[src/rtl/tiny_boot_loader.sv]
// Serial program loader: receives a sync/length/data/checksum frame over rx into a 256x8 RAM, then releases the core.
// Latency: core_run rises one cycle after the checksum byte's stop-bit sample; core_rdata is combinational from RAM.
// Backpressure: none; rx is free-running 8N1. Optional TINY_LOADER_RELOAD_EN lets a 0xA5 byte in RUN restart loading.
module tiny_boot_loader #(
    parameter int CLKS_PER_BIT = 16
) (
    input  logic       clk,
    input  logic       nreset,
    input  logic       rx,
    output logic       core_run,
    input  logic [7:0] core_addr,
    input  logic       core_write,
    input  logic [7:0] core_wdata,
    output logic [7:0] core_rdata,
    output logic       busy,
    output logic       load_error
);

    localparam logic [7:0] CNT_LAST  = 8'(CLKS_PER_BIT - 1);
    localparam logic [7:0] HALF_LAST = 8'((CLKS_PER_BIT / 2) - 1);
    localparam logic [7:0] SYNC_BYTE = 8'hA5;

    typedef enum logic [1:0] {RX_IDLE, RX_START, RX_DATA, RX_STOP} rx_state_t;
    typedef enum logic [2:0] {HUNT, LEN, DATA, CSUM, RUN} state_t;

    logic [7:0] ram [256];

    // receiver
    logic       rx_meta, rx_sync, rx_prev;
    rx_state_t  rx_state, rx_state_nxt;
    logic [7:0] rx_cnt, rx_cnt_nxt;
    logic [2:0] rx_bit, rx_bit_nxt;
    logic [7:0] rx_shift, rx_shift_nxt;
    logic       byte_vld, byte_vld_nxt;
    logic       frame_err, frame_err_nxt;
    logic       rx_en;

    // frame FSM
    state_t     state, state_nxt;
    logic [8:0] len_rem, len_rem_nxt;
    logic [7:0] ptr, ptr_nxt;
    logic [7:0] sum, sum_nxt;
    logic       load_error_nxt;
    logic       ld_we;

    logic       ram_we;
    logic [7:0] ram_waddr;
    logic [7:0] ram_wdat;

`ifdef TINY_LOADER_RELOAD_EN
    assign rx_en = 1'b1;
`else
    assign rx_en = (state != RUN);
`endif

    // Sync flops reset low so a line already low at release never looks like a start edge.
    always_ff @(posedge clk) begin
        if (nreset) begin
            rx_meta <= 1'b0;
            rx_sync <= 1'b0;
            rx_prev <= 1'b0;
        end else begin
            rx_meta <= rx;
            rx_sync <= rx_meta;
            rx_prev <= rx_sync;
        end
    end

    always_ff @(posedge clk) begin
        if (nreset) begin
            rx_state  <= RX_IDLE;
            rx_cnt    <= '0;
            rx_bit    <= '0;
            rx_shift  <= '0;
            byte_vld  <= 1'b0;
            frame_err <= 1'b0;
        end else begin
            rx_state  <= rx_state_nxt;
            rx_cnt    <= rx_cnt_nxt;
            rx_bit    <= rx_bit_nxt;
            rx_shift  <= rx_shift_nxt;
            byte_vld  <= byte_vld_nxt;
            frame_err <= frame_err_nxt;
        end
    end

    always_comb begin
        rx_state_nxt  = rx_state;
        rx_cnt_nxt    = rx_cnt + 8'd1;
        rx_bit_nxt    = rx_bit;
        rx_shift_nxt  = rx_shift;
        byte_vld_nxt  = 1'b0;
        frame_err_nxt = 1'b0;
        case (rx_state)
            RX_IDLE: begin
                rx_cnt_nxt = '0;
                rx_bit_nxt = '0;
                if (rx_prev && !rx_sync)
                    rx_state_nxt = RX_START;
            end
            RX_START: begin
                if (rx_cnt == HALF_LAST) begin
                    rx_cnt_nxt   = '0;
                    rx_state_nxt = rx_sync ? RX_IDLE : RX_DATA;
                end
            end
            RX_DATA: begin
                if (rx_cnt == CNT_LAST) begin
                    rx_cnt_nxt   = '0;
                    rx_shift_nxt = {rx_sync, rx_shift[7:1]};
                    rx_bit_nxt   = rx_bit + 3'd1;
                    if (rx_bit == 3'd7)
                        rx_state_nxt = RX_STOP;
                end
            end
            RX_STOP: begin
                if (rx_cnt == CNT_LAST) begin
                    rx_cnt_nxt    = '0;
                    rx_state_nxt  = RX_IDLE;
                    byte_vld_nxt  = rx_sync;
                    frame_err_nxt = !rx_sync;
                end
            end
            default: rx_state_nxt = RX_IDLE;
        endcase
        if (!rx_en) begin
            rx_state_nxt = RX_IDLE;
            rx_cnt_nxt   = '0;
            rx_bit_nxt   = '0;
        end
    end

    always_ff @(posedge clk) begin
        if (nreset) begin
            state      <= HUNT;
            len_rem    <= '0;
            ptr        <= '0;
            sum        <= '0;
            load_error <= 1'b0;
        end else begin
            state      <= state_nxt;
            len_rem    <= len_rem_nxt;
            ptr        <= ptr_nxt;
            sum        <= sum_nxt;
            load_error <= load_error_nxt;
        end
    end

    always_comb begin
        state_nxt      = state;
        len_rem_nxt    = len_rem;
        ptr_nxt        = ptr;
        sum_nxt        = sum;
        load_error_nxt = load_error;
        ld_we          = 1'b0;
        if (frame_err) begin
            state_nxt      = HUNT;
            load_error_nxt = 1'b1;
        end else if (byte_vld) begin
            case (state)
                HUNT: begin
                    if (rx_shift == SYNC_BYTE)
                        state_nxt = LEN;
                end
                LEN: begin
                    len_rem_nxt = (rx_shift == 8'd0) ? 9'd256 : {1'b0, rx_shift};
                    ptr_nxt     = '0;
                    sum_nxt     = '0;
                    state_nxt   = DATA;
                end
                DATA: begin
                    ld_we       = 1'b1;
                    ptr_nxt     = ptr + 8'd1;
                    sum_nxt     = sum + rx_shift;
                    len_rem_nxt = len_rem - 9'd1;
                    if (len_rem == 9'd1)
                        state_nxt = CSUM;
                end
                CSUM: begin
                    if (rx_shift == sum) begin
                        state_nxt      = RUN;
                        load_error_nxt = 1'b0;
                    end else begin
                        state_nxt      = HUNT;
                        load_error_nxt = 1'b1;
                    end
                end
                RUN: begin
`ifdef TINY_LOADER_RELOAD_EN
                    if (rx_shift == SYNC_BYTE)
                        state_nxt = LEN;
`endif
                end
                default: state_nxt = HUNT;
            endcase
        end
    end

    // Loader and core writes are mutually exclusive by state; the loader path wins regardless.
    assign ram_we    = !nreset && (ld_we || (state == RUN && core_write));
    assign ram_waddr = ld_we ? ptr : core_addr;
    assign ram_wdat  = ld_we ? rx_shift : core_wdata;

    always_ff @(posedge clk) begin
        if (ram_we)
            ram[ram_waddr] <= ram_wdat;
    end

    assign core_rdata = ram[core_addr];
    assign core_run   = (state == RUN);
    assign busy       = (state == LEN) || (state == DATA) || (state == CSUM);

endmodule

[config.mk]
export PLATFORM = sky130hd
export DESIGN_NAME = tiny_boot_loader
export DESIGN_NICKNAME = d
export VERILOG_FILES = /design/src/rtl/tiny_boot_loader.sv
export SDC_FILE = /design/constraint.sdc
export NUM_CORES = 2
export LEC_CHECK = 0
export BUFFER_PORTS_ARGS = -buffer_cell sky130_fd_sc_hd__clkbuf_2
export CORE_AREA = 2 2 361 363
export CTS_BUF_LIST = sky130_fd_sc_hd__clkbuf_2 sky130_fd_sc_hd__clkbuf_4 sky130_fd_sc_hd__clkbuf_8
export DETAILED_ROUTE_END_ITERATION = 10
export DIE_AREA = 0 0 363 365
export HOLD_SLACK_MARGIN = 0.12
export MAX_ROUTING_LAYER = met4
export PLACE_DENSITY = 0.8
export SYNTH_ARGS = -nofsm -noshare
export SYNTH_HDL_FRONTEND = slang
export SYNTH_SLANG_ARGS = --single-unit
[constraint.sdc]
create_clock -name clk -period 16.6 [get_ports clk]
set_input_delay 1.66 -clock clk [delete_from_list [all_inputs] [get_ports clk]]
set_output_delay 1.66 -clock clk [all_outputs]
set_load 0.005 [all_outputs]
==> impl_metrics.json <==
{
  "final.setup_skew_ns": 0.103,
  "max_clock_freq_mhz": 121,
  "coreArea_um2": 129000,
  "crit_slowest_cell": "nor3_1",
  "std_cell_rows": 132,
  "slew_headroom_pct": 8.43,
  "start_kind": "input port",
  "path_max_fanout": 68,
  "synth_area_um2": 82000,
  "yosysTopAreaCell": "edfxtp_1",
  "routed_wl_um": 192000,
  "clk_latency_ns": 1.04,
  "ctsHoldBuffers": 0,
  "tns_ns": 0,
  "first_pass_iters": 11,
  "hp-class": "reg2reg",
  "max_slew.worst_pin.slew_ns": 1.36,
  "met1_length_um": 69700,
  "cp-end-kind": "primary output",
  "ys_seq_elements": 2103,
  "post-cts-setup-buffers": 0,
  "syn_inst": 4027,
  "ys_types": 66,
  "highest_layer": "met4",
  "ys.flop_type": "edfxtp_1",
  "cp-startpoint": "core_addr[0]",
  "via_per_inst": 6.93,
  "rsz0062_at_grt": "false",
  "cts_buffers": 333,
  "ys_seq_area_share_pct": 76.3,
  "cp_top_family": "buffers and inverters",
  "path_buf_inv": 3,
  "leakagePower_nw": 27.6,
  "wl_met2_um": 89100,
  "clkTransAtPathRegs_ns": 0.06,
  "grt_pass1_wl_um": 279000,
  "die_width_um": 363,
  "drtIter0Drc": 6893,
  "crit_arrival_ns": 6.59,
  "cts_tree": "yes",
  "peakVddDrop_v": 0.000123,
  "htree_levels": 5,
  "dieHeight_um": 365,
  "ios": 31,
  "route.met3.wl_um": 25900,
  "finalCriticalPeriod_ns": 8.25,
  "synth.area.top_cells": "edfxtp_1 (75%), mux4_2 (13%), nor2_1 (1.5%)",
  "port_buffers": 30,
  "syn-num-nets": 4061,
  "track_usage_pct": 30.3,
  "dp_cells": 5534,
  "setup_viol_count_final": 0,
  "synth_edf_count": 2048,
  "slew_violations": 0,
  "grt_max_degree": 118,
  "dieArea_um2": 132000,
  "maxCapViolations": 0,
  "r2r_start": "state[1]$_SDFFE_PP0P_",
  "synth.avg_cell_area_um2": 20.4,
  "overflow": 0,
  "yosysTopAreaCellShare_pct": 75.0,
  "final_cell_count_no_fill": 6089,
  "p_per_area_nw_per_um2": 116,
  "min_from": "rx_meta$_SDFF_PP0_",
  "path_cells": "buf_8 -> buf_4 -> mux4_2 -> a22o_1 -> a221oi_1 -> o22ai_1 -> nor3_1 -> nor4_1 -> clkbuf_2",
  "antenna_found_initial": 8,
  "cts.sinks": 2103,
  "violations": "design-rule violations",
  "required_ns": 14.94,
  "hpwl_um": 110000,
  "via_count": 42200,
  "gp_congestion": 0.887,
  "cpPeakStageDelay_ns": 1.07,
  "hold_viol": 0,
  "fillers": 7304,
  "nNetsFinal": 4228,
  "ys_warn_count": 0,
  "ant_nets": 0,
  "clock-root-buffer": "clkbuf_8",
  "fin_crit_sh_pct": 49.7,
  "syn_to_final_growth_pct": 9.28,
  "async_flop_share_pct": 0,
  "drc": 2,
  "cts-resized-gates": 0,
  "worst_hold_slack_ns": 0.449,
  "timing_worst_setup_path_type": "in2out",
  "drive_gt1_share_pct": 25.3,
  "initial_core_util_pct": 63.7,
  "wl_per_cell_um": 31.5,
  "clockBufferDepth": 4,
  "status": "finished, violations left",
  "grt_pass1_vias": 41700
}
-- worst register-to-register path, stage by stage, from the launching register on --
cell and delay (ns):
dfxtp_1 0.59, nand2b_4 0.13, nor3_4 0.16, buf_4 0.38, nand2_1 0.16, nand2_4 0.53
buf_4 0.88, buf_4 1.11
-- sequential cells by signal, indices dropped and copies added, names as in the netlist, 3 cells and up, named ones only --
name / count
len_rem: 9
sum: 8
ram: 2048
ptr: 8
rx_shift: 8
state: 3
rx_cnt: 8
rx_bit: 3
-- through the flow --
step           setup slack, ns  util (%)  area [µm²]  total power [mW]
2_1_floorplan            11.08         -       82000              6.25
5_1_grt                   8.06      69.6       89600              10.6
4_1_cts                   8.42      69.6       89600              10.4
6_report                  8.35      69.6       89600              10.4
3_3_place_gp              8.50      65.0       83600              6.38
3_5_place_dp              8.43      65.0       83600              6.39
-- final timing paths --
| check | depth (start not counted) | to | slack [ns] |
|---|---|---|---|
| worst max-delay path | 9 | core_rdata[1] | 8.35 |
| worst min-delay path | 1 | rx_sync$_SDFF_PP0_ | 0.45 |
| worst min register to register | 1 | rx_sync$_SDFF_PP0_ | 0.45 |
| worst max register to register | 7 | ram[94][0]$_DFFE_PP_ | 11.98 |
-- logic make-up after synthesis --
group	synth area share, %
and+or+nand+nor	3.37
DFF	76.3
muxes	14.4
buffers and inverters	1.57
xor gates and xnor gates	0.203
AOI/OAI and AO/OA	3.86
adders and majority gates	0.223
-- Yosys cell counts, types with 7 or more instances --
cell type	count
ha_1	13
nand2_1	101
a21oi_1	93
nor3_1	23
a31oi_1	10
inv_1	13
buf_1	26
a211oi_1	9
buf_6	12
a221oi_1	28
nand3b_1	9
nand3_1	23
o211ai_1	28
mux4_2	487
buf_4	24
or3_4	9
o21ai_0	38
buf_2	94
nor2_1	333
xnor2_1	8
mux2_2	27
and3_1	8
or2_2	15
nor4_1	26
edfxtp_1	2048
o221ai_1	14
nand2b_1	14
a22o_1	28
o22ai_1	21
xor2_1	11
mux2i_1	56
nor2b_1	12
a22oi_1	148
a21boi_0	7
clkbuf_1	95
dfxtp_1	55
-- layout make-up --
| cell class | count | area (µm²) | area share [%] |
|---|---|---|---|
| inverters | 13 | 48.8 | 0.0545 |
| clock buffers | 430 | 5360 | 5.98 |
| multi-input cells | 1660 | 18200 | 20.3 |
| repair buffers | 83 | 633 | 0.707 |
| well taps | 1675 | 2100 | 2.34 |
| diodes | 6 | 15.0 | 0.0168 |
| flip-flops and latches | 2103 | 62600 | 69.9 |
| clock inverters | 119 | 641 | 0.715 |
-- cell usage in the layout (no fill, tap or decap), types with 26 or more instances in the layout --
cell,n
buf_4,49
mux2_2,27
clkbuf_8,341
nor2_1,332
clkbuf_2,27
a22oi_1,148
mux4_2,487
clkbuf_4,89
o21ai_0,38
mux2i_1,56
o211ai_1,28
nor4_1,26
clkinv_1,83
edfxtp_1,2048
a221oi_1,28
nand2_1,93
dfxtp_1,55
a21oi_1,93
a22o_1,28
-- power breakdown --
group	leakage (nW)	total (mW)	switching [mW]	internal (mW)
registers	18.8	5.83	0.00106	5.82
logic	5.61	0.459	0.305	0.154
clock network	3.15	4.08	1.92	2.17
total	27.6	10.4	2.22	8.14
-- routing by layer --
| metal | GRT usage (%) | up-vias |
|---|---|---|
| met5 | - | - |
| li1 | - | 17000 |
| met2 | 43.7 | 3146 |
| met4 | 11.6 | 0 |
| met3 | 8.61 | 439 |
| met1 | 42.0 | 21600 |
Note: power is estimated with default switching activity, not from simulation.
